--- src/rtl/bus_master_port.sv ---
// rtl/bus_master_port.sv - serial bus master port: arbitration, address/data serialiser, read deserialiser
//
// Purpose: takes one read or write command from the controller, requests the
// bus, shifts out {mode, address} and write data LSB first, shifts in read
// data LSB first, and finishes with a one-cycle done or error pulse.
//
// Ports:
//   clk, reset            clock (rising edge), asynchronous active-low reset
//   enable, read_en       command strobe and direction (1 = read), IDLE only
//   addr_in, data_in      command address and write data, latched with enable
//   bus_req, bus_grant    arbiter handshake
//   m_dout, m_dout_valid  serial output to slave
//   m_din, m_din_valid    serial input from slave
//   slave_ack             slave address-accept strobe
//   data_out              last successfully read word
//   busy, done, error     status: not-IDLE, success pulse, abort pulse
module bus_master_port #(
  parameter int ADDR_WIDTH = 14,
  parameter int DATA_WIDTH = 8,
  parameter int TIMEOUT    = 255
) (
  input  logic                  clk,
  input  logic                  reset,
  input  logic                  enable,
  input  logic                  read_en,
  input  logic [ADDR_WIDTH-1:0] addr_in,
  input  logic [DATA_WIDTH-1:0] data_in,
  output logic                  bus_req,
  input  logic                  bus_grant,
  output logic                  m_dout,
  output logic                  m_dout_valid,
  input  logic                  m_din,
  input  logic                  m_din_valid,
  input  logic                  slave_ack,
  output logic [DATA_WIDTH-1:0] data_out,
  output logic                  busy,
  output logic                  done,
  output logic                  error
);

  // One shift register serves both the {address, mode} frame and write data.
  localparam int SH_W   = (ADDR_WIDTH + 1 > DATA_WIDTH) ? ADDR_WIDTH + 1 : DATA_WIDTH;
  localparam int BCNT_W = $clog2(SH_W);
  localparam int TCNT_W = $clog2(TIMEOUT + 1);

  localparam logic [BCNT_W-1:0] ADDR_LAST = BCNT_W'(ADDR_WIDTH);
  localparam logic [BCNT_W-1:0] DATA_LAST = BCNT_W'(DATA_WIDTH - 1);
  localparam logic [TCNT_W-1:0] TO_LAST   = TCNT_W'(TIMEOUT - 1);

  typedef enum logic [2:0] {
    S_IDLE, S_REQ, S_ADDR, S_WAIT_ACK, S_WDATA, S_RDATA, S_DONE, S_ABORT
  } state_t;

  state_t                  state;
  logic                    cmd_read;
  logic [ADDR_WIDTH-1:0]   cmd_addr;
  logic [DATA_WIDTH-1:0]   cmd_data;
  logic [SH_W-1:0]         shreg;
  logic [DATA_WIDTH-1:0]   rsh;
  logic [BCNT_W-1:0]       bit_cnt;
  logic [TCNT_W-1:0]       tcnt;

  // m_dout is the LSB of a register, so it is glitch-free like the other outputs.
  assign m_dout = shreg[0];

  always_ff @(posedge clk or negedge reset) begin
    if (!reset) begin
      state        <= S_IDLE;
      cmd_read     <= 1'b0;
      cmd_addr     <= '0;
      cmd_data     <= '0;
      shreg        <= '0;
      rsh          <= '0;
      bit_cnt      <= '0;
      tcnt         <= '0;
      bus_req      <= 1'b0;
      m_dout_valid <= 1'b0;
      data_out     <= '0;
      busy         <= 1'b0;
      done         <= 1'b0;
      error        <= 1'b0;
    end else begin
      done  <= 1'b0;
      error <= 1'b0;
      case (state)
        S_IDLE: begin
          if (enable) begin
            cmd_read <= read_en;
            cmd_addr <= addr_in;
            cmd_data <= data_in;
            state    <= S_REQ;
            bus_req  <= 1'b1;
            busy     <= 1'b1;
          end
        end
        S_REQ: begin
          if (bus_grant) begin
            state        <= S_ADDR;
            shreg        <= SH_W'({cmd_addr, cmd_read});
            bit_cnt      <= '0;
            m_dout_valid <= 1'b1;
          end
        end
        default: begin
          // Losing the grant anywhere on the bus beats every other event.
          if ((state == S_ADDR || state == S_WAIT_ACK || state == S_WDATA ||
               state == S_RDATA) && !bus_grant) begin
            state        <= S_ABORT;
            bus_req      <= 1'b0;
            m_dout_valid <= 1'b0;
            error        <= 1'b1;
          end else begin
            case (state)
              S_ADDR: begin
                if (bit_cnt == ADDR_LAST) begin
                  state        <= S_WAIT_ACK;
                  m_dout_valid <= 1'b0;
                  tcnt         <= '0;
                end else begin
                  shreg   <= {1'b0, shreg[SH_W-1:1]};
                  bit_cnt <= bit_cnt + 1'b1;
                end
              end
              S_WAIT_ACK: begin
                // Ack is checked before the timeout so a coincident ack wins.
                if (slave_ack) begin
                  bit_cnt <= '0;
                  tcnt    <= '0;
                  if (cmd_read) begin
                    state <= S_RDATA;
                    rsh   <= '0;
                  end else begin
                    state        <= S_WDATA;
                    shreg        <= SH_W'(cmd_data);
                    m_dout_valid <= 1'b1;
                  end
                end else if (tcnt == TO_LAST) begin
                  state   <= S_ABORT;
                  bus_req <= 1'b0;
                  error   <= 1'b1;
                end else begin
                  tcnt <= tcnt + 1'b1;
                end
              end
              S_WDATA: begin
                if (bit_cnt == DATA_LAST) begin
                  state        <= S_DONE;
                  m_dout_valid <= 1'b0;
                  bus_req      <= 1'b0;
                  done         <= 1'b1;
                end else begin
                  shreg   <= {1'b0, shreg[SH_W-1:1]};
                  bit_cnt <= bit_cnt + 1'b1;
                end
              end
              S_RDATA: begin
                if (m_din_valid) begin
                  rsh  <= {m_din, rsh[DATA_WIDTH-1:1]};
                  tcnt <= '0;
                  if (bit_cnt == DATA_LAST) begin
                    data_out <= {m_din, rsh[DATA_WIDTH-1:1]};
                    state    <= S_DONE;
                    bus_req  <= 1'b0;
                    done     <= 1'b1;
                  end else begin
                    bit_cnt <= bit_cnt + 1'b1;
                  end
                end else if (tcnt == TO_LAST) begin
                  state   <= S_ABORT;
                  bus_req <= 1'b0;
                  error   <= 1'b1;
                end else begin
                  tcnt <= tcnt + 1'b1;
                end
              end
              default: begin
                // S_DONE / S_ABORT: pulse already registered on entry.
                state <= S_IDLE;
                busy  <= 1'b0;
              end
            endcase
          end
        end
      endcase
    end
  end

endmodule
--- config.mk ---
export PLATFORM = sky130hd
export DESIGN_NAME = bus_master_port
export DESIGN_NICKNAME = d
export VERILOG_FILES = /design/src/rtl/bus_master_port.sv
export SDC_FILE = /design/constraint.sdc
export NUM_CORES = 1
export LEC_CHECK = 0
export CAP_MARGIN = 20
export CORE_AREA = 2 2 83 85
export DETAILED_ROUTE_END_ITERATION = 6
export DIE_AREA = 0 0 85 87
export GPL_ROUTABILITY_DRIVEN = 0
export GPL_TIMING_DRIVEN = 0
export PLACE_DENSITY_LB_ADDON = 0.25
export SYNTH_ARGS = -nofsm -noshare
export SYNTH_HDL_FRONTEND = slang
export SYNTH_SLANG_ARGS = --single-unit
--- constraint.sdc ---
create_clock -name clk -period 4.7 [get_ports clk]
set_clock_uncertainty 0.05 [all_clocks]
set_input_delay 0.47 -clock clk [delete_from_list [all_inputs] [get_ports clk]]
set_output_delay 0.47 -clock clk [all_outputs]
set_load 0.02 [all_outputs]
# Word level (Yosys, flattened, before mapping)
# Index checks and enable logic that the tools add are counted.
[word_totals] ff_bits=74 word_cells=138 out_inout_bits=14 input_bits=30
[op_classes] reduce_logical=24 n_addsub=2 eq_ne=28 muxes=66 n_bitwise=4
[op_table] op="$mux W15" n=6
[op_table] op="$mux W8" n=7
[op_table] op="$pmux W15 S3" n=1
[op_table] op="$pmux W15 S2" n=1
[op_table] op="$mux W1" n=24
[op_table] op="$mux W3" n=8
[op_table] op="$mux W4" n=6
[op_table] op="$pmux W8 S3" n=1
[op_table] op="$pmux W4 S4" n=1
[op_table] op="$pmux W8 S2" n=1
[op_table] op="$ne A3 B2 Y1 const B" n=5
[op_table] op="$reduce_bool A5 Y1" n=3
[op_table] op="$reduce_and A7 Y1" n=2
[op_table] op="$ne A4 B2 Y1 const B" n=3
[op_table] op="$pmux W3 S4" n=1
[op_table] op="$reduce_and A4 Y1" n=3
[op_table] op="$ne A2 B2 Y1 const B" n=5
[op_table] op="$pmux W1 S2" n=5
[op_table] op="$add A8 B1 Y8 const B" n=1
[op_table] op="$eq A8 B8 Y1 const B" n=1
[op_table] op="$ne A2 B1 Y1 const B" n=4
[op_table] op="$ne A4 B1 Y1 const B" n=2
[op_table] op="$pmux W4 S2" n=1
[op_table] op="$reduce_and A8 Y1" n=1
[op_table] op="other kinds (23)" n=31

# Logic depth before layout (Yosys ltp)
# Gate-level depths: netlist of run 1.
[logic_depth] ltp_word=7 mapped_depth=7 depth_no_buf=6

# Least setup slack after synthesis of run 1
# OpenSTA, ideal clock, no wires.
[synth_path] path_type="register to register" from="register bit_cnt[0]" to="register shreg[10]" path_stages_with_launch=8 required_time_ns=4.525 synth_period_minus_slack_ns=1.903 arrival_time_ns=1.728 setup_slack_ns=2.797 n_path_buf=1 setup_ns=0.125 cell_sequence="dfrtp_1 > inv_1 > ha_1 > and3_1 > a211oi_4 > o211ai_4 > buf_6 > mux2_4"
[synth_between] elab_chain_len=3 word_cells_on_any_way=5 cone_classes="eq/ne (4); reduce/logical (1)"
[synth_rtl] item="start: declaration" line_no="60" text="logic [BCNT_W-1:0] bit_cnt;"
[synth_rtl] item="start signal: assignment" line_no="121" text="bit_cnt <= bit_cnt + 1'b1;"
[synth_rtl] item="start signal: assignment" line_no="153" text="bit_cnt <= bit_cnt + 1'b1;"
[synth_rtl] item="start signal: assignment" line_no="166" text="bit_cnt <= bit_cnt + 1'b1;"
[synth_rtl] item="$eq A4 B3 Y1 / $eq A4 B4 Y1 (equally long branches)" line_no="146, 115"
[synth_rtl] item="$ne A3 B2 Y1 (no source line)"
[synth_rtl] item="$reduce_and A8 Y1 (no source line) *"
[synth_rtl] item="end signal: assignment" line_no="120" text="shreg <= {1'b0, shreg[SH_W-1:1]};"
[synth_rtl] item="end signal: assignment" line_no="134" text="shreg <= SH_W'(cmd_data);"
[synth_rtl] item="end signal: assignment" line_no="152" text="shreg <= {1'b0, shreg[SH_W-1:1]};"
[synth_rtl] item="end: declaration" line_no="58" text="logic [SH_W-1:0] shreg;"
# Mark *: on every way between the ends. The rest lies on a longest branch, timed or not.
# A chain may end at the register's enable or synchronous reset.

# Worst setup path in the final report of run 1
[layout_path] from="register bit_cnt[0]" to="register tcnt[1]"
[layout_between] elab_chain_len=3
[layout_rtl] item="$eq A4 B4 Y1" line_no="115" text="if (bit_cnt == ADDR_LAST) begin"
[layout_rtl] item="$ne A2 B1 Y1 (no source line)"
[layout_rtl] item="$reduce_and A4 Y1 (no source line)"
[layout_rtl] item="end signal: assignment" line_no="142" text="tcnt <= tcnt + 1'b1;"
[layout_rtl] item="end signal: assignment" line_no="173" text="tcnt <= tcnt + 1'b1;"
[layout_rtl] item="end: declaration" line_no="61" text="logic [TCNT_W-1:0] tcnt;"
# Every way passes these cells.

==> results of run 1 <==
critical path, delay by kind of cell (launching register included):
family / cells / cell delay, ns
DFF: 1 / 0.40
AOI/OAI and AO/OA: 1 / 0.36
muxes: 1 / 0.33
adders and majority gates: 1 / 0.17
and+or+nand+nor: 2 / 0.44
buffers and inverters: 2 / 0.29
power by group through the flow:
| stage | Clock, W | Sequential [W] | Combinational (W) |
|---|---|---|---|
| after CTS | 0.000461 | 0.000958 | 0.00115 |
| after global placement | 0 | 0.000958 | 0.00110 |
| after global routing | 0.000489 | 0.000983 | 0.00127 |
| after detailed placement | 0 | 0.000968 | 0.00115 |
| final | 0.000453 | 0.000957 | 0.00115 |
| after floorplan | 0 | 0.000958 | 0.000851 |
sequential cells by signal, summed over array words and instances, names as in the netlist:
| signal | count |
|---|---|
| cmd_data | 8 |
| error | 1 |
| rsh | 7 |
| cmd_read | 1 |
| tcnt | 8 |
| busy | 1 |
| cmd_addr | 14 |
| data_out | 8 |
| shreg | 15 |
| bus_req | 1 |
| state | 3 |
| done | 1 |
| m_dout_valid | 1 |
| bit_cnt | 4 |
worst paths after layout:
check / startpoint / end / slack [ns] / depth (start not counted)
setup reg to reg: bit_cnt[0] / tcnt[1] / 2.54 / 7
hold / removal: rsh[1] / rsh[1] / 0.44 / 1
min in group asynchronous: reset / cmd_addr[0] / 0.50 / 2
max in group asynchronous: reset / shreg[9] / 3.55 / 3
setup / recovery: bit_cnt[0] / tcnt[1] / 2.54 / 7
hold reg to reg: rsh[1] / rsh[1] / 0.44 / 1
routing by layer:
layer	up-vias	wire (um)
met5	-	0
met4	0	119
met3	11	412
met2	100	3810
met1	1378	3360
li1	1316	-
repair_timing:
item / in CTS / in global routing
hold endpoints to repair: 20 / 0
hold buffers: 1 / 0
setup endpoints to repair: 0 / 0
kinds of logic (layout without fill, tap and decap cells):
group | count (synthesis) | after routing | synth area share (%)
AND/OR/NAND/NOR | 93 | 93 | 13.4
flip-flops | 73 | 73 | 48.7
AO/OA/AOI/OAI | 71 | 71 | 12.9
multiplexers | 64 | 64 | 19.8
buffers and inverters | 27 | 86 | 3.57
adder cells (fa/ha/maj) | 4 | 4 | 1.33
XOR/XNOR | 1 | 1 | 0.234
final cells by class:
cell class	instances	area (um^2)
Fill cell	522	2080
Sequential cell	73	1830
Multi-Input combinational cell	233	1790
Timing Repair Buffer	44	455
Clock buffer	13	169
Buffer	20	108
Tap cell	80	100
Inverter	7	26.3
Clock inverter	2	12.5
cell usage in the layout, fill, tap and decap left out, types with 3 or more instances in the layout:
| cell type | count |
|---|---|
| sky130_fd_sc_hd__mux2i_1 | 11 |
| sky130_fd_sc_hd__o21ai_0 | 22 |
| sky130_fd_sc_hd__o21a_1 | 3 |
| sky130_fd_sc_hd__clkbuf_1 | 8 |
| sky130_fd_sc_hd__buf_4 | 5 |
| sky130_fd_sc_hd__mux2_4 | 9 |
| sky130_fd_sc_hd__mux2_2 | 36 |
| sky130_fd_sc_hd__nor3_1 | 4 |
| sky130_fd_sc_hd__mux2_1 | 8 |
| sky130_fd_sc_hd__a31oi_1 | 4 |
| sky130_fd_sc_hd__dfrtp_1 | 73 |
| sky130_fd_sc_hd__nor2b_1 | 5 |
| sky130_fd_sc_hd__nand2b_1 | 7 |
| sky130_fd_sc_hd__clkdlybuf4s50_1 | 41 |
| sky130_fd_sc_hd__o31ai_1 | 3 |
| sky130_fd_sc_hd__buf_2 | 8 |
| sky130_fd_sc_hd__a41oi_1 | 3 |
| sky130_fd_sc_hd__a21oi_1 | 13 |
| sky130_fd_sc_hd__nand2_1 | 33 |
| sky130_fd_sc_hd__and2_1 | 5 |
| sky130_fd_sc_hd__inv_1 | 7 |
| sky130_fd_sc_hd__nand3_1 | 7 |
| sky130_fd_sc_hd__nor2_1 | 9 |
| sky130_fd_sc_hd__ha_1 | 4 |
| sky130_fd_sc_hd__clkbuf_8 | 12 |
| sky130_fd_sc_hd__and3_1 | 11 |
| sky130_fd_sc_hd__nand4_1 | 4 |
per-stage QoR:
step / power, W / hold WS [ns]
2_1_floorplan: 0.00181 / 0.124
3_3_place_gp: 0.00206 / 0.424
3_5_place_dp: 0.00211 / 0.332
4_1_cts: 0.00257 / 0.451
5_1_grt: 0.00274 / 0.472
6_report: 0.00256 / 0.445
==> impl_metrics.sql, run 1 <==
INSERT INTO impl_metrics (metric_group, metric, value, unit) VALUES
('route', 'antenna_violating_nets_post_route', '0', ''),
('critical_path', 'timing.critical_path.required', '4.88', 'ns'),
('logic_synthesis', 'yosys.cell_types.count', '51', ''),
('pwr', 'ir_drop', '0.000323', 'V'),
('clock_tree', 'clock_sinks', '73', ''),
('critical_path', 'path_class', 'reg2reg', ''),
('clock_tree', 'post_cts.resized_instances', '0', ''),
('global_routing', 'antenna_found_initial', '0', ''),
('job', 'drv.max_cap_violation_count', '0', ''),
('logic_synthesis', 'post-synth-top-area-fraction', '48.7', '%'),
('final_layout', 'post_route_cells_drive_above_1_share', '20.4', '%'),
('clock_tree', 'cts.repair_timing.setup_buffer_count', '0', ''),
('place', 'numPortBuffers', '42', ''),
('logic_synthesis', 'synth.cell_area', '3750', 'um^2'),
('final_layout', 'fin_nets', '422', ''),
('route', 'via_per_inst', '5.94', ''),
('critical_path', 'critPathMaxStageDelay', '0.40', 'ns'),
('final_layout', 'post-route-util', '68.3', '%'),
('timing', 'finalHoldViolations', '0', ''),
('critical_path', 'worstSetupStartpointType', 'flop', ''),
('place', 'dp_worst_setup_slack', '2.26', 'ns'),
('pwr', 'cell_internal_pwr', '0.00162', 'W'),
('clock_tree', 'cts_root_buffer', 'sky130_fd_sc_hd__clkbuf_8', ''),
('global_routing', 'grt_use_total', '23.1', '%'),
('global_routing', 'busiest_layer', 'met2', ''),
('clock_tree', 'clock_tree.buffer_depth', '2', ''),
('place', 'dpl.hpwl', '5.43', 'mm'),
('critical_path', 'crit_chain', 'inv_1 -> ha_1 -> and3_1 -> a22o_1 -> and2_1 -> buf_2 -> mux2_1', ''),
('global_routing', 'global_route.overflow_total', '0', ''),
('clock_tree', 'clk_pin_slew_worst_paths', '0.07', 'ns'),
('critical_path', 'crit_path_max_fo', '8', ''),
('global_routing', 'groute.layer.met1.usage', '30.5', '%'),
('critical_path', 'timing.critical_path.slowest_stage_cell', 'sky130_fd_sc_hd__dfrtp_1', ''),
('route', 'routed-via-count', '2805', ''),
('hold_path', 'classification_of_the_worst_slack_hold_path', 'reg2reg', ''),
('global_routing', 'via_count_of_the_first_global_routing_pass', '2798', ''),
('timing', 'fmax', '464', 'MHz'),
('logic_synthesis', 'synth_edf_count', '0', ''),
('timing', 'tmin_final', '2.16', 'ns'),
('final_layout', 'final_cells', '472', ''),
('die', 'die_w', '85', 'um'),
('global_routing', 'globalRouteMet3Util', '4.64', '%'),
('critical_path', 'cp_data_arrival_time', '2.34', 'ns'),
('die', 'fp.coreArea', '6570', 'um^2'),
('critical_path', 'kind_of_capture_point_of_the_worst_setup_path', 'flop', ''),
('route', 'first_drt_iteration_drcs', '192', ''),
('pwr', 'power.switching', '0.000944', 'W'),
('clock_tree', 'deepest_level_of_the_cts_h_tree', '3', ''),
('logic_synthesis', 'ys_ff_latch', '73', ''),
('place', 'placed_cells', '456', ''),
('pwr', 'power_per_cell_area', '571', 'nW/um^2'),
('logic_synthesis', 'synth.top_cells.by_count', 'sky130_fd_sc_hd__dfrtp_1 (73), sky130_fd_sc_hd__mux2_2 (36), sky130_fd_sc_hd__nand2_1 (33)', ''),
('clock_tree', 'cts_tree', 'built', ''),
('die', 'io_pins', '44', ''),
('timing', 'finalCritPeriodShare', '45.9', '%'),
('logic_synthesis', 'postSynthNetCount', '367', ''),
('pwr', 'pwr-share-seq', '37.4', '%'),
('die', 'design.die.area', '7400', 'um^2'),
('logic_synthesis', 'syn_inst', '333', ''),
('die', 'chipHeight', '87', 'um'),
('outcome', 'outcome', 'complete, no violations', ''),
('place', 'placedInstanceArea', '4300', 'um^2'),
('timing', 'final-max-slew-violation-count', '0', ''),
('logic_synthesis', 'netlist_top_cells_area', 'sky130_fd_sc_hd__dfrtp_1 (49%), sky130_fd_sc_hd__mux2_2 (11%), sky130_fd_sc_hd__mux2_4 (3.6%)', ''),
('global_routing', 'grt_pass1_wl', '13.4', 'mm'),
('logic_synthesis', 'async_reset_ff_share', '100', '%'),
('logic_synthesis', 'post-synth-top-area-cell', 'sky130_fd_sc_hd__dfrtp_1', ''),
('logic_synthesis', 'synth-seq-area-share', '48.7', '%'),
('logic_synthesis', 'ys.flop_type', 'sky130_fd_sc_hd__dfrtp_1', ''),
('timing', 'fin_tns_setup', '0', 'ns'),
('timing', 'worst_pin_slew', '0.538', 'ns');
Power figures use the tool's default switching activity.
==> run 2: changes to the inputs <==
- CORE_AREA: 2 2 83 85 -> 2 2 89 91
- DIE_AREA: 0 0 85 87 -> 0 0 91 93
- clock period: 4.7 -> 1.76 ns (I/O delays scaled with it)
==> run 2 against run 1 <==
Net effect:
- the flow now finishes with violations (negative setup slack)
- non-clock buffer count increased by 27
- flip-flop and latch count unchanged
- power increased to 3.3 times the previous value
- critical path depth is the same
- fmax grew 17%
- clock power rose to 3.4 times the previous value
- worst setup slack got worse by 2.6 ns
- critical path type unchanged
- largest cell class is now multi-input combinational cells
- highest routed layer unchanged
==> impl_metrics.sql, run 2 (synthesis results as in run 1) <==
INSERT INTO impl_metrics (metric_group, metric, value, unit) VALUES
('timing', 'final-setup-viol-count', '25', ''),
('critical_path', 'kind_of_capture_point_of_the_worst_setup_path', 'flop', ''),
('timing', 'finalCritPeriodShare', '105', '%'),
('timing', 'setup_repair_after_global_routing_missed_its_margin', 'yes', ''),
('global_routing', 'globalRouteMet3Util', '4.03', '%'),
('critical_path', 'cp_data_arrival_time', '2.03', 'ns'),
('clock_tree', 'clk_latency', '0.36', 'ns'),
('critical_path', 'crit_path_max_fo', '10', ''),
('pwr', 'ir_drop', '0.000906', 'V'),
('final_layout', 'post-route-util', '68.5', '%'),
('timing', 'finalHoldViolations', '0', ''),
('critical_path', 'timing.critical_path.slowest_stage_cell', 'sky130_fd_sc_hd__dfrtp_1', ''),
('pwr', 'power_per_cell_area', '1620', 'nW/um^2'),
('final_layout', 'fin_nets', '449', ''),
('final_layout', 'layout_common_cells', 'sky130_fd_sc_hd__dfrtp_1 (71), sky130_fd_sc_hd__clkdlybuf4s50_1 (41), sky130_fd_sc_hd__mux2_4 (38)', ''),
('global_routing', 'via_count_of_the_first_global_routing_pass', '2762', ''),
('critical_path', 'worstSetupStartpointType', 'flop', ''),
('clock_tree', 'cts_root_buffer', 'sky130_fd_sc_hd__clkbuf_8', ''),
('final_layout', 'largest_reg_flops', '15', ''),
('die', 'design.die.area', '8460', 'um^2'),
('job', 'drv.max_cap_violation_count', '0', ''),
('global_routing', 'grt_pass1_wl', '13.6', 'mm'),
('timing', 'tmin_final', '1.85', 'ns'),
('clock_tree', 'clock_sinks', '73', ''),
('critical_path', 'timing.critical_path.required', '1.95', 'ns'),
('timing', 'worst_pin_slew', '0.483', 'ns'),
('critical_path', 'crit_chain', 'inv_2 -> ha_4 -> and3_4 -> a211oi_4 -> o211ai_4 -> buf_12 -> mux2_4', ''),
('critical_path', 'r2r-start', 'bit_cnt[0]', ''),
('critical_path', 'critical-path-top-delay-family', 'compound AO/OA/AOI/OAI gates', ''),
('timing', 'fmax', '542', 'MHz'),
('global_routing', 'antenna_found_initial', '0', ''),
('final_layout', 'top_regs', 'shreg (15), cmd_addr (14)', ''),
('global_routing', 'groute.layer.met1.usage', '26.6', '%'),
('global_routing', 'grt_max_degree', '53', ''),
('final_layout', 'finalInstanceArea', '5150', 'um^2'),
('route', 'antenna_violating_nets_post_route', '0', ''),
('die', 'die_w', '91', 'um'),
('clock_tree', 'cts_inserted_buffers', '9', ''),
('critical_path', 'worst_path_buf_inv', '2', ''),
('die', 'io_pins', '44', ''),
('pwr', 'power_leakage', '2.36', 'nW'),
('timing', 'fin_ws', '-0.0863', 'ns'),
('final_layout', 'flow.area_growth_from_synthesis', '37.4', '%'),
('clock_tree', 'deepest_level_of_the_cts_h_tree', '3', ''),
('final_layout', 'most_common_cell_after_layout_fill_and_taps_aside', 'sky130_fd_sc_hd__dfrtp_1', ''),
('global_routing', 'gr-usage-met2', '33.0', '%'),
('timing', 'final-max-slew-violation-count', '0', ''),
('die', 'initial_cell_density_of_the_core', '49.8', '%'),
('place', 'placed_cells', '478', ''),
('critical_path', 'critPathMaxStageDelay', '0.39', 'ns'),
('die', 'chipHeight', '93', 'um'),
('global_routing', 'global_route.overflow_total', '0', ''),
('hold_path', 'classification_of_the_worst_slack_hold_path', 'in2async', ''),
('place', 'placedInstanceArea', '4380', 'um^2'),
('route', 'routed-via-count', '2979', ''),
('clock_tree', 'cts_tree', 'built', ''),
('timing', 'remaining_max_slew_budget_at_the_tightest_pin', '67.8', '%'),
('route', 'drt-pass1-iter-count', '7', ''),
('critical_path', 'crit_start', 'bit_cnt[0]', ''),
('outcome', 'outcome', 'finished, violations left', ''),
('global_routing', 'grt_use_total', '20.3', '%'),
('critical_path', 'path_class', 'reg2reg', ''),
('place', 'numPortBuffers', '42', ''),
('place', 'dpl.hpwl', '5.48', 'mm'),
('route', 'via_per_inst', '5.71', ''),
('route', 'drcViolationCount', '0', ''),
('die', 'placementRows', '32', ''),
('route', 'drt_wl_total', '8.64', 'mm'),
('die', 'fp.coreArea', '7530', 'um^2'),
('route', 'first_drt_iteration_drcs', '194', ''),
('outcome', 'failed_checks', 'negative setup slack', ''),
('final_layout', 'final_cells', '522', ''),
('final_layout', 'antennaDiodeCount', '0', ''),
('final_layout', 'post_route_cells_drive_above_1_share', '34.5', '%'),
('clock_tree', 'clock_tree.buffer_depth', '2', ''),
('clock_tree', 'clk_pin_slew_worst_paths', '0.08', 'ns'),
('route', 'detail_route.wl_per_cell', '16.6', 'um'),
('final_layout', 'max_flop_register', 'shreg', ''),
('global_routing', 'busiest_layer', 'met2', '');
## run 2: cell types whose count changed in the layout (fill, tap and decap cells not counted), moves of 5 or more
cell	change
sky130_fd_sc_hd__mux2_2	-21
sky130_fd_sc_hd__mux2_1	-8
sky130_fd_sc_hd__buf_2	-6
sky130_fd_sc_hd__buf_6	+5
sky130_fd_sc_hd__mux2_4	+29
sky130_fd_sc_hd__buf_4	+21
## run 2: cell type report
| class | count | area [um^2] |
|---|---|---|
| Clock inverter | 4 | 73.8 |
| Fill cell | 548 | 2370 |
| Buffer | 18 | 184 |
| Clock buffer | 12 | 165 |
| Multi-Input combinational cell | 233 | 2030 |
| Tap cell | 102 | 128 |
| Timing Repair Buffer | 73 | 719 |
| Inverter | 7 | 26.3 |
| Sequential cell | 73 | 1830 |
## run 2: path summary, 6_finish.rpt
check                          endpoint  slack (ns)  depth (start not counted)
setup reg to reg               shreg[7]       -0.09                          7
hold / removal              data_out[2]        0.20                          2
hold reg to reg             data_out[1]        0.46                          1
min in group clk           cmd_addr[10]        0.38                          2
setup / recovery               shreg[7]       -0.09                          7
max in group asynchronous    bit_cnt[1]        0.89                          3
## run 2: what timing repair did
| action | 4_1_cts | 5_1_grt |
|---|---|---|
| cloned | 0 | 2 |
| setup endpoints to repair | 65 | 62 |
| resized for setup | 29 | 44 |
| endpoints found under the hold margin | 21 | 0 |
| setup buffers | 12 | 15 |
| pin swaps | 5 | 4 |
| hold buffers | 1 | 0 |
## run 2: report_power, final
part	leakage, nW	switching, W	internal [W]
sequential	0.939	0.000370	0.00223
combinational	1.30	0.00189	0.00229
clock	0.123	0.000634	0.000914
total	2.36	0.00289	0.00544
## run 2: metrics by stage
stage / hold WS [ns] / worst slack (ns) / total power [W] / setup TNS (ns)
after floorplan: -0.170 / -0.0835 / 0.00494 / -0.796
after global placement: 0.424 / -2.09 / 0.00565 / -164.88
after detailed placement: 0.0448 / -0.395 / 0.00576 / -13.67
after CTS: 0.203 / -0.0764 / 0.00767 / -1.09
after global routing: 0.232 / -0.175 / 0.00885 / -3.59
final: 0.195 / -0.0863 / 0.00833 / -1.10
## run 2: routing by layer
metal  vias to the layer above  wire (um)
li1                       1371          -
met1                      1487       3810
met2                       106       4220
met3                        15        425
met4                         0        184
met5                         -          0
==> run 3: changes to the inputs <==
- CELL_PAD_IN_SITES_DETAIL_PLACEMENT: not set -> 2
- CELL_PAD_IN_SITES_GLOBAL_PLACEMENT: not set -> 2
- CORE_AREA: 2 2 89 91 -> 2 2 110 112
- DIE_AREA: 0 0 91 93 -> 0 0 112 114
==> run 3 against run 2 <==
Net effect:
- the run still ends with negative setup slack left
- register-to-register slack worse by 0.07 ns
- critical path depth is 1 lower
- worst hold slack better by 0.10 ns
- die area is 51% higher
- critical path type unchanged
- largest power group unchanged
==> impl_metrics.sql, run 3 (synthesis results as in run 1) <==
INSERT INTO impl_metrics (metric_group, metric, value, unit) VALUES
('clock_tree', 'clock_tree.buffer_depth', '2', ''),
('timing', 'tmin_final', '1.92', 'ns'),
('final_layout', 'layout_common_cells', 'sky130_fd_sc_hd__dfrtp_1 (70), sky130_fd_sc_hd__clkdlybuf4s50_1 (41), sky130_fd_sc_hd__mux2_4 (38)', ''),
('final_layout', 'post-route-util', '46.1', '%'),
('final_layout', 'final_cells', '573', ''),
('route', 'antenna_violating_nets_post_route', '0', ''),
('timing', 'finalCritPeriodShare', '109', '%'),
('clock_tree', 'clk_pin_slew_worst_paths', '0.06', 'ns'),
('timing', 'final-max-slew-violation-count', '0', ''),
('global_routing', 'grt_pass1_wl', '17.5', 'mm'),
('timing', 'fmax', '521', 'MHz'),
('route', 'via_per_inst', '5.21', ''),
('final_layout', 'max_flop_register', 'shreg', ''),
('route', 'drt-pass1-iter-count', '4', ''),
('timing', 'setup_repair_after_global_routing_missed_its_margin', 'yes', ''),
('timing', 'final-setup-viol-count', '55', ''),
('global_routing', 'global_route.overflow_total', '0', ''),
('route', 'detail_route.wl_per_cell', '19.5', 'um'),
('timing', 'final.hold.worst_slack', '0.298', 'ns'),
('place', 'numPortBuffers', '42', ''),
('critical_path', 'kind_of_capture_point_of_the_worst_setup_path', 'flop', ''),
('pwr', 'power_leakage', '2.45', 'nW'),
('pwr', 'ir_drop', '0.000691', 'V'),
('critical_path', 'crit_path_max_fo', '10', ''),
('global_routing', 'antenna_found_initial', '0', ''),
('die', 'design.die.area', '12800', 'um^2'),
('route', 'drcViolationCount', '0', ''),
('critical_path', 'timing.reg2reg.setup_slack', '-0.16', 'ns'),
('timing', 'remaining_max_slew_budget_at_the_tightest_pin', '63.9', '%'),
('final_layout', 'finalInstanceArea', '5400', 'um^2'),
('critical_path', 'path_class', 'reg2reg', ''),
('die', 'fp.coreArea', '11700', 'um^2'),
('global_routing', 'via_count_of_the_first_global_routing_pass', '3195', ''),
('job', 'drv.max_cap_violation_count', '0', ''),
('place', 'dpl.hpwl', '6.93', 'mm'),
('die', 'initial_cell_density_of_the_core', '32.0', '%'),
('clock_tree', 'deepest_level_of_the_cts_h_tree', '3', ''),
('place', 'placedInstanceArea', '4430', 'um^2'),
('die', 'io_pins', '44', ''),
('place', 'dp_worst_setup_slack', '-0.471', 'ns'),
('final_layout', 'most_common_cell_after_layout_fill_and_taps_aside', 'sky130_fd_sc_hd__dfrtp_1', ''),
('pwr', 'power_per_cell_area', '1700', 'nW/um^2'),
('route', 'drt_wl_total', '11.2', 'mm'),
('timing', 'fin_ws', '-0.159', 'ns'),
('global_routing', 'grt_use_total', '17.7', '%'),
('final_layout', 'antennaDiodeCount', '0', ''),
('clock_tree', 'clock_sinks', '73', ''),
('critical_path', 'timing.critical_path.required', '1.93', 'ns'),
('die', 'die_w', '112', 'um'),
('route', 'first_drt_iteration_drcs', '73', ''),
('timing', 'worst_pin_slew', '0.541', 'ns'),
('final_layout', 'top_regs', 'shreg (15), cmd_addr (14)', ''),
('clock_tree', 'cts_root_buffer', 'sky130_fd_sc_hd__clkbuf_16', ''),
('critical_path', 'worstSetupStartpointType', 'flop', ''),
('final_layout', 'post_route_cells_drive_above_1_share', '35.4', '%'),
('clock_tree', 'cts_inserted_buffers', '9', ''),
('hold_path', 'classification_of_the_worst_slack_hold_path', 'in2async', ''),
('final_layout', 'largest_reg_flops', '15', ''),
('timing', 'finalHoldViolations', '0', ''),
('clock_tree', 'cts_tree', 'built', ''),
('critical_path', 'cp_data_arrival_time', '2.09', 'ns'),
('outcome', 'outcome', 'finished, violations left', ''),
('route', 'routed-via-count', '2985', ''),
('clock_tree', 'clk_latency', '0.34', 'ns'),
('die', 'placementRows', '40', ''),
('outcome', 'failed_checks', 'negative setup slack', ''),
('global_routing', 'grt_max_degree', '40', ''),
('die', 'chipHeight', '114', 'um'),
('final_layout', 'flow.area_growth_from_synthesis', '44.1', '%'),
('place', 'placed_cells', '523', ''),
('final_layout', 'fin_nets', '455', '');
==> run 3: worst paths after layout <==
check	depth (start not counted)	startpoint	end
max	6	bit_cnt[1]	shreg[9]
min	2	reset	rsh[6]
max reg2reg	6	bit_cnt[1]	shreg[9]
min reg2reg	1	rsh[1]	rsh[1]
max in group asynchronous	3	reset	bit_cnt[1]
min in group clk	3	read_en	cmd_read
==> run 3: worst max-delay path, cell delays in order, from the launching register on <==
cell and delay (ns):
sky130_fd_sc_hd__dfrtp_2 0.44, sky130_fd_sc_hd__ha_4 0.17, sky130_fd_sc_hd__and3_4 0.20, sky130_fd_sc_hd__a211oi_4 0.31
sky130_fd_sc_hd__o211ai_4 0.15, sky130_fd_sc_hd__buf_12 0.18, sky130_fd_sc_hd__mux2_4 0.30
==> run 3: what timing repair did <==
action,in CTS,in global routing
gates cloned,1,1
resized for setup,41,50
hold endpoints to repair,34,0
endpoints found under the setup margin,67,65
pin swaps,6,9
hold buffers,1,0
buffers inserted,18,15
==> run 3: per-stage QoR <==
stage	total power, W	TNS (ns)
6_report	0.00921	-4.06
5_1_grt	0.00982	-7.09
4_1_cts	0.00857	-2.63
3_5_place_dp	0.00593	-19.21
3_3_place_gp	0.00578	-186.70
2_1_floorplan	0.00494	-0.796
==> run 3: final cells by class <==
class                           instances  area, um^2
Buffer                                 18         178
Clock buffer                           11         253
Clock inverter                          5        77.6
Fill cell                            1198        6310
Inverter                                7        30.0
Multi-Input combinational cell        233        2060
Sequential cell                        73        1830
Tap cell                              147         184
Timing Repair Buffer                   79         786
==> run 3: routing by layer <==
layer | GRT usage, % | vias up | share of wire [%]
met4 | 6.99 | 0 | 1.6
met2 | 30.9 | 45 | 53
met5 | 0 | - | 0
li1 | - | 1389 | -
met1 | 21.8 | 1538 | 43
met3 | 3.19 | 13 | 2.5
==> run 3: power breakdown <==
part,switching (W),internal [W]
clock,0.000719,0.00131
combinational,0.00211,0.00245
sequential,0.000383,0.00224
